`src/rtl/prefix_add_seq.sv`:
```
// Multi-byte add/subtract sequencer: one 8-bit prefix-adder pass per cycle, LSB first,
// with the carry chained between byte passes and valid/ready handshakes on both sides.
module prefix_add_seq #(
   parameter int unsigned NBYTES = 4
) (
   input  logic                  clk,
   input  logic                  rst_n,
   input  logic                  in_valid,
   output logic                  in_ready,
   input  logic [8*NBYTES-1:0]   a,
   input  logic [8*NBYTES-1:0]   b,
   input  logic                  cin,
   input  logic                  sub,
   output logic                  out_valid,
   input  logic                  out_ready,
   output logic [8*NBYTES-1:0]   sum,
   output logic                  cout,
   output logic                  ovf
);

   localparam int unsigned W  = 8 * NBYTES;
   localparam int unsigned KW = $clog2(NBYTES);

   typedef enum logic [1:0] {IDLE = 2'd0, RUN = 2'd1, DONE = 2'd2} state_t;

   state_t          state_q, state_d;
   logic [KW-1:0]   k_q, k_d;
   logic [W-1:0]    a_q, a_d;
   logic [W-1:0]    b_q, b_d;
   logic [W-1:0]    sum_q, sum_d;
   logic            carry_q, carry_d;

   logic [7:0]      byte_a, byte_b, byte_s;
   logic            byte_c;
   logic [7:0]      g, p, gp, pp, gn, pn;

   // Kogge-Stone prefix tree over the current byte; carry_q acts as the carry into bit 0.
   always_comb begin
      byte_a = 8'(a_q >> {k_q, 3'b000});
      byte_b = 8'(b_q >> {k_q, 3'b000});
      g      = byte_a & byte_b;
      p      = byte_a ^ byte_b;
      gp     = g;
      pp     = p;
      gn     = '0;
      pn     = '0;
      for (int unsigned d = 1; d < 8; d = d * 2) begin
         gn = gp;
         pn = pp;
         for (int unsigned i = d; i < 8; i++) begin
            gn[i] = gp[i] | (pp[i] & gp[i-d]);
            pn[i] = pp[i] & pp[i-d];
         end
         gp = gn;
         pp = pn;
      end
      byte_s    = '0;
      byte_s[0] = p[0] ^ carry_q;
      for (int unsigned i = 1; i < 8; i++) begin
         byte_s[i] = p[i] ^ (gp[i-1] | (pp[i-1] & carry_q));
      end
      byte_c = gp[7] | (pp[7] & carry_q);
   end

   always_comb begin
      state_d = state_q;
      k_d     = k_q;
      a_d     = a_q;
      b_d     = b_q;
      sum_d   = sum_q;
      carry_d = carry_q;
      unique case (state_q)
         IDLE: begin
            if (in_valid) begin
               a_d     = a;
               b_d     = sub ? ~b : b;
               carry_d = sub | cin;
               k_d     = '0;
               state_d = RUN;
            end
         end
         RUN: begin
            sum_d   = (sum_q & ~(W'(8'hFF) << {k_q, 3'b000})) | (W'(byte_s) << {k_q, 3'b000});
            carry_d = byte_c;
            if (k_q == KW'(NBYTES - 1)) begin
               state_d = DONE;
            end else begin
               k_d = k_q + 1'b1;
            end
         end
         DONE: begin
            if (out_ready) begin
               state_d = IDLE;
            end
         end
         default: state_d = IDLE;
      endcase
   end

   always_ff @(posedge clk or negedge rst_n) begin
      if (!rst_n) begin
         state_q <= IDLE;
         k_q     <= '0;
         a_q     <= '0;
         b_q     <= '0;
         sum_q   <= '0;
         carry_q <= 1'b0;
      end else begin
         state_q <= state_d;
         k_q     <= k_d;
         a_q     <= a_d;
         b_q     <= b_d;
         sum_q   <= sum_d;
         carry_q <= carry_d;
      end
   end

   assign in_ready  = (state_q == IDLE);
   assign out_valid = (state_q == DONE);
   assign sum       = sum_q;
   assign cout      = carry_q;
   // b_q already holds the inverted operand for subtraction.
   assign ovf       = (a_q[W-1] == b_q[W-1]) && (sum_q[W-1] != a_q[W-1]);

endmodule
```
`config.mk`:
```
export PLATFORM = sky130hd
export DESIGN_NAME = prefix_add_seq
export DESIGN_NICKNAME = d
export VERILOG_FILES = /design/src/rtl/prefix_add_seq.sv
export SDC_FILE = /design/constraint.sdc
export NUM_CORES = 1
export LEC_CHECK = 0
export ABC_AREA = 1
export CORE_AREA = 5 5 107 109
export CTS_BUF_LIST = sky130_fd_sc_hd__clkbuf_8
export DETAILED_ROUTE_END_ITERATION = 16
export DIE_AREA = 0 0 112 114
export GPL_TIMING_DRIVEN = 1
export PLACE_DENSITY = 0.88
export SYNTH_ARGS = -nofsm -noshare
export SYNTH_HDL_FRONTEND = slang
export SYNTH_SLANG_ARGS = --single-unit
```
`constraint.sdc`:
```
create_clock -name clk -period 2.42 [get_ports clk]
set_input_delay 0.484 -clock clk [delete_from_list [all_inputs] [get_ports clk]]
set_output_delay 0.484 -clock clk [all_outputs]
set_load 0.02 [all_outputs]
```
# After elaboration in Yosys (flattened, before gate mapping)
# Index checks and enable logic that the tools add are counted.
op_classes:
  shifts: 4
  add_sub_neg: 1
  muxes: 10
  bitwise_logic: 82
  n_reduce_logical: 7
  eq_ne: 9
op_table:
  columns: ["operator", "count"]
  rows:
  - ["$not A32 Y32", 2]
  - ["$shr A32 B5 Y8", 2]
  - ["$and A1 B1 Y1", 42]
  - ["$and A32 B32 Y32", 1]
  - ["$mux W32", 1]
  - ["$or A32 B32 Y32", 1]
  - ["$shl A8 B5 Y32", 1]
  - ["$shl A8 B5 Y32 const A", 1]
  - ["$or A1 B1 Y1", 26]
  - ["$mux W2", 5]
  - ["$and A8 B8 Y8", 1]
  - ["$xor A1 B1 Y1", 8]
  - ["$xor A8 B8 Y8", 1]
  - ["$ne A2 B2 Y1 const B", 3]
  - ["$pmux W2 S3", 1]
  - ["$reduce_and A3 Y1", 2]
  - ["$eq A2 B2 Y1 const B", 2]
  - ["$pmux W2 S2", 1]
  - ["$reduce_and A2 Y1", 2]
  - ["$add A2 B1 Y2 const B", 1]
  - ["$eq A2 B1 Y1 const B", 1]
  - ["$logic_not A2 Y1", 1]
  - ["$ne A2 B1 Y1 const B", 1]
  - ["$pmux W1 S2", 1]
  - ["5 further kinds", 5]
totals:
  in_bits: 70
  wordCells: 119
  output_inout_bits: 36
  reg_bits: 101

# Depth between registers and ports, before layout
# Gate-level depths: netlist (run 1).
depth:
  ltp_word: 11
  depth_mapped: 15
  mapped_depth_nobuf: 13

# Least setup slack after synthesis (run 1)
# Ideal clock, no wire load.
synth_timing:
  path_type: "register to register"
  startpoint: "register k_q[0]"
  endpoint: "register sum_q[15], in the netlist sum[15]"
  path_slack_ps: 309
  setup_ps: 119
  required_ps: 2301
  synth_period_minus_slack_ps: 2111
  t_arrival_ps: 1992
  stages_incl_launch_ff: 15
  n_path_buf: 2
  cell_sequence: "dfrtp_1 buf_2 inv_2 buf_2 nor2_1 o22ai_1 ha_1 nand2_1 nand2_1 nand2_1 nand2_1 nand2_1 nand3_1 nand4_1 nand2_1"
synth_between:
  elab_chain_cells: 11
  elab_cells_between_ends: 30
  classes_between: "shift (4); bitwise (26)"
synth_lines:
  columns: ["element", "line", "rtl"]
  rows:
  - ["start, declared", "27", "logic [KW-1:0] k_q, k_d;"]
  - ["start signal, assigned", "110", "k_q <= k_d;"]
  - ["$shr A32 B5 Y8, on equally long branches", "39, 40", null]
  - ["$xor A8 B8 Y8 / $and A8 B8 Y8 (equally long branches)", "42, 41", null]
  - ["$and A1 B1 Y1, on equally long branches", "51, 52", null]
  - ["$or A1 B1 Y1 / $and A1 B1 Y1 (equally long branches)", "51", "gn[i] = gp[i] | (pp[i] & gp[i-d]);"]
  - ["$and A1 B1 Y1 / $or A1 B1 Y1 (equally long branches)", "51", null]
  - ["$or A1 B1 Y1 / $and A1 B1 Y1 (equally long branches)", "51", null]
  - ["$or A1 B1 Y1", "51", null]
  - ["$or A1 B1 Y1", "60", "byte_s[i] = p[i] ^ (gp[i-1] | (pp[i-1] & carry_q));"]
  - ["$xor A1 B1 Y1", "60", null]
  - ["$shl A8 B5 Y32", "83", "sum_d = (sum_q & ~(W'(8'hFF) << {k_q, 3'b000})) | (W'(byte_s) << {k_q, 3'b000});"]
  - ["$or A32 B32 Y32 *", "83", null]
  - ["end signal, assigned", "113", "sum_q <= sum_d;"]
  - ["end, declared", "30", "logic [W-1:0] sum_q, sum_d;"]
# Every way passes the cells marked *; elsewhere a longest branch is shown, timed or not.
# A chain may end at the register's enable or synchronous reset.

# Worst setup path after layout (run 1)
layout_timing:
  startpoint: "register k_q[1]"
  endpoint: "register sum_q[15], in the netlist sum[15]"
# The elaborated chain is that of the path after synthesis.

==> flow_summary.toml, run 1 <==
[power]
leakagePower_nw = 3.02
report.power.total_mw = 9.94
ir_drop_uv = 680
p_sw_frac = 0.480
p_switching_mw = 4.78
power_density_nw_per_um2 = 1560
pwr-share-seq = 0.309
p_int_mw = 5.17
p_clk_frac = 0.106
p_comb_frac = 0.585

[clock_network]
clk_latency_ns = 0.37
cts_made_buffers = 9
postCtsSetupRepairBufs = 0
cts_hold_buf = 0
clockBufferDepth = 2
cts_root_buffer = "clkbuf_8"
cts_tree = "done"
clock_sinks = 101
h-tree-depth = 3
cts_resized = 0
clkSlewWorstSetupHoldPaths_ns = 0.10

[timing]
finClkSkew_ns = 0.00831
drv_slew = 0
hold_viol = 0
final.setup.worst_slack_ns = 0.190
maxSlewHeadroom = 0.579
post-route-period-util = 0.921
finalSetupViolations = 0
worstMarginPinSlew_ns = 0.632
period_needed_ns = 2.23
timing.fmax_mhz = 449

[worst_setup_path]
cpMostUsedCell = "nand2_1"
rr_startpoint = "k_q[1]$_DFFE_PN0P_"
critPathCaptureType = "flip-flop"
crit_path_start_kind = "flip-flop"
arrival_ns = 2.49
slowest_delay_ns = 0.40
startpoint = "k_q[1]$_DFFE_PN0P_"
cpMaxStageDelayCell = "dfrtp_1"
cp_max_fo = 19
path_class = "flip-flop to flip-flop"
path_cells = "buf_4 > o21ai_0 > o22ai_1 > ha_1 > nand2_1 > nand2_1 > a21oi_1 > nand3_1 > nand4_1 > nand2_1"
worst_ep_required_time_ns = 2.68

[routing]
drtIter0Drc = 350
antenna_left = 0
vias = 4421
via_per_inst = 5.26
wl_um = 12600
drcViolationCount = 0
avgRoutedWirePerCell_um = 15.0
firstDrtPassIters = 5

[placed_design]
port_buffers = 105
place.gp.congestion = 0.913
place_area_um2 = 6180
dp_hpwl_um = 9460
dp_slack_ns = 0.120

[floorplanning]
die_h_um = 114
die_x_um = 112
placementRows = 38
ios = 106
die_area_um2 = 12800
placeableCoreArea_um2 = 10500
start_util = 0.478

[logic_synthesis]
ys_warn_count = 0
synth.distinct_cells = 30
synth_top_area_share = 0.503
yosysTopAreaCell = "dfrtp_1"
synth_area_um2 = 5020
synth-seq-area-share = 0.503
avgSynthCellArea_um2 = 8.40
syn_inst = 598
yosys-top-cells-area = "dfrtp_1 50%, nand2_1 16%, o21ai_0 6.5%"
synth_nets = 682
synth-seq-cells = 101

[run_status]
status = "completed"

[cells_and_area]
drive_gt1_frac = 0.0670
layout_commonest_cell = "nand2_1"
num-nets-final = 780
syn2layout_area_growth_pct = 27.2
mostFrequentLayoutCells = "216 x nand2_1, 103 x clkdlybuf4s50_1, 100 x dfrtp_1, 65 x o21ai_0, 38 x nor2_1"
n_antenna_cell = 0
final_cell_area_um2 = 6390

[grt]
grt_max_degree = 88
first_global_vias = 4322
antenna_found_initial = 0
grt_pass1_wl_um = 20700
grt_usage = 0.200
overflow = 0

[job]
maxCapViolCount = 0

[hold_path]
hold_class = "input pin to asynchronous set/reset pin"
## cells in the mapped netlist, drive strengths merged
master and instances:
fa 1, nor2 41, o22ai 16, o31ai 1, nand3 8, o21ai 89
xnor2 33, inv 24, dfrtp 101, a21oi 4, xor2 2, buf 21
nand3b 1, clkbuf 8, o21a 1, nand2 222, ha 13, nand4 12
## cells by family after synthesis
group | share of synthesized area
buf+inv | 0.0518
compound gates | 0.116
simple gates | 0.231
xor+xnor | 0.0610
fa+ha+maj | 0.0364
flops | 0.503
## worst max-delay path, delay by kind of cell, from the launching register on
family	cells	cell delay [ns]
compound gates	3	0.56
simple gates	5	0.56
flops	1	0.40
fa+ha+maj	1	0.34
buf+inv	1	0.26
## metrics by stage
stage                     utilization  instances  TNS [ns]  hold slack, ns
after global routing            0.608        841  -0.00281           0.177
final                           0.608        841         0           0.121
after global placement          0.588        825         0           0.461
after CTS                       0.606        841         0           0.133
after detailed placement        0.588        825         0           0.468
after floorplan                     -        598         0           0.188
## worst paths after layout
kind	endpoint	slack, ns	cells after the start
max	sum[15]$_DFFE_PN0P_	0.19	10
min	sum[9]$_DFFE_PN0P_	0.12	1
max reg2reg	sum[15]$_DFFE_PN0P_	0.19	10
min reg2reg	sum[13]$_DFFE_PN0P_	0.49	2
max in group asynchronous	a_q[2]$_DFFE_PN0P_	1.66	2
min in group clk	sum[13]$_DFFE_PN0P_	0.49	2
## routing by layer
layer,up-vias,track usage,part of all wire
li1,2132,-,-
met1,2113,0.255,0.42
met2,157,0.354,0.51
met3,19,0.0260,0.056
met4,0,0.0673,0.017
met5,-,0,0
## power by group through the flow
stage / clock [mW] / sequential [mW] / combinational [mW]
finish: 1.06 / 3.07 / 5.81
global route: 1.13 / 3.15 / 6.46
CTS: 1.06 / 3.04 / 5.73
detailed placement: 0 / 3.07 / 5.70
global placement: 0 / 3.03 / 5.53
floorplan: 0 / 3.21 / 3.69
## area by class of cell
| type | instances | area (µm²) |
|---|---|---|
| multi-input combinational | 444 | 2240 |
| fill | 902 | 4120 |
| clock inverter | 7 | 66.3 |
| inverter | 24 | 97.6 |
| clock buffer | 9 | 124 |
| timing repair buffer | 116 | 1160 |
| tap | 140 | 175 |
| sequential | 101 | 2530 |
## flip-flops by register name, summed over array words and instances (netlist names)
register,count
state_q,2
b_q,32
cout,1
sum,32
a_q,32
k_q,2
Note: power is estimated with default switching activity, not from simulation.
==> run 2: changes to the inputs <==
Settings changed: CAP_MARGIN set to 20.
==> results of run 2 <==
No change in the layout: final DEF, timing and power equal those of run 1.
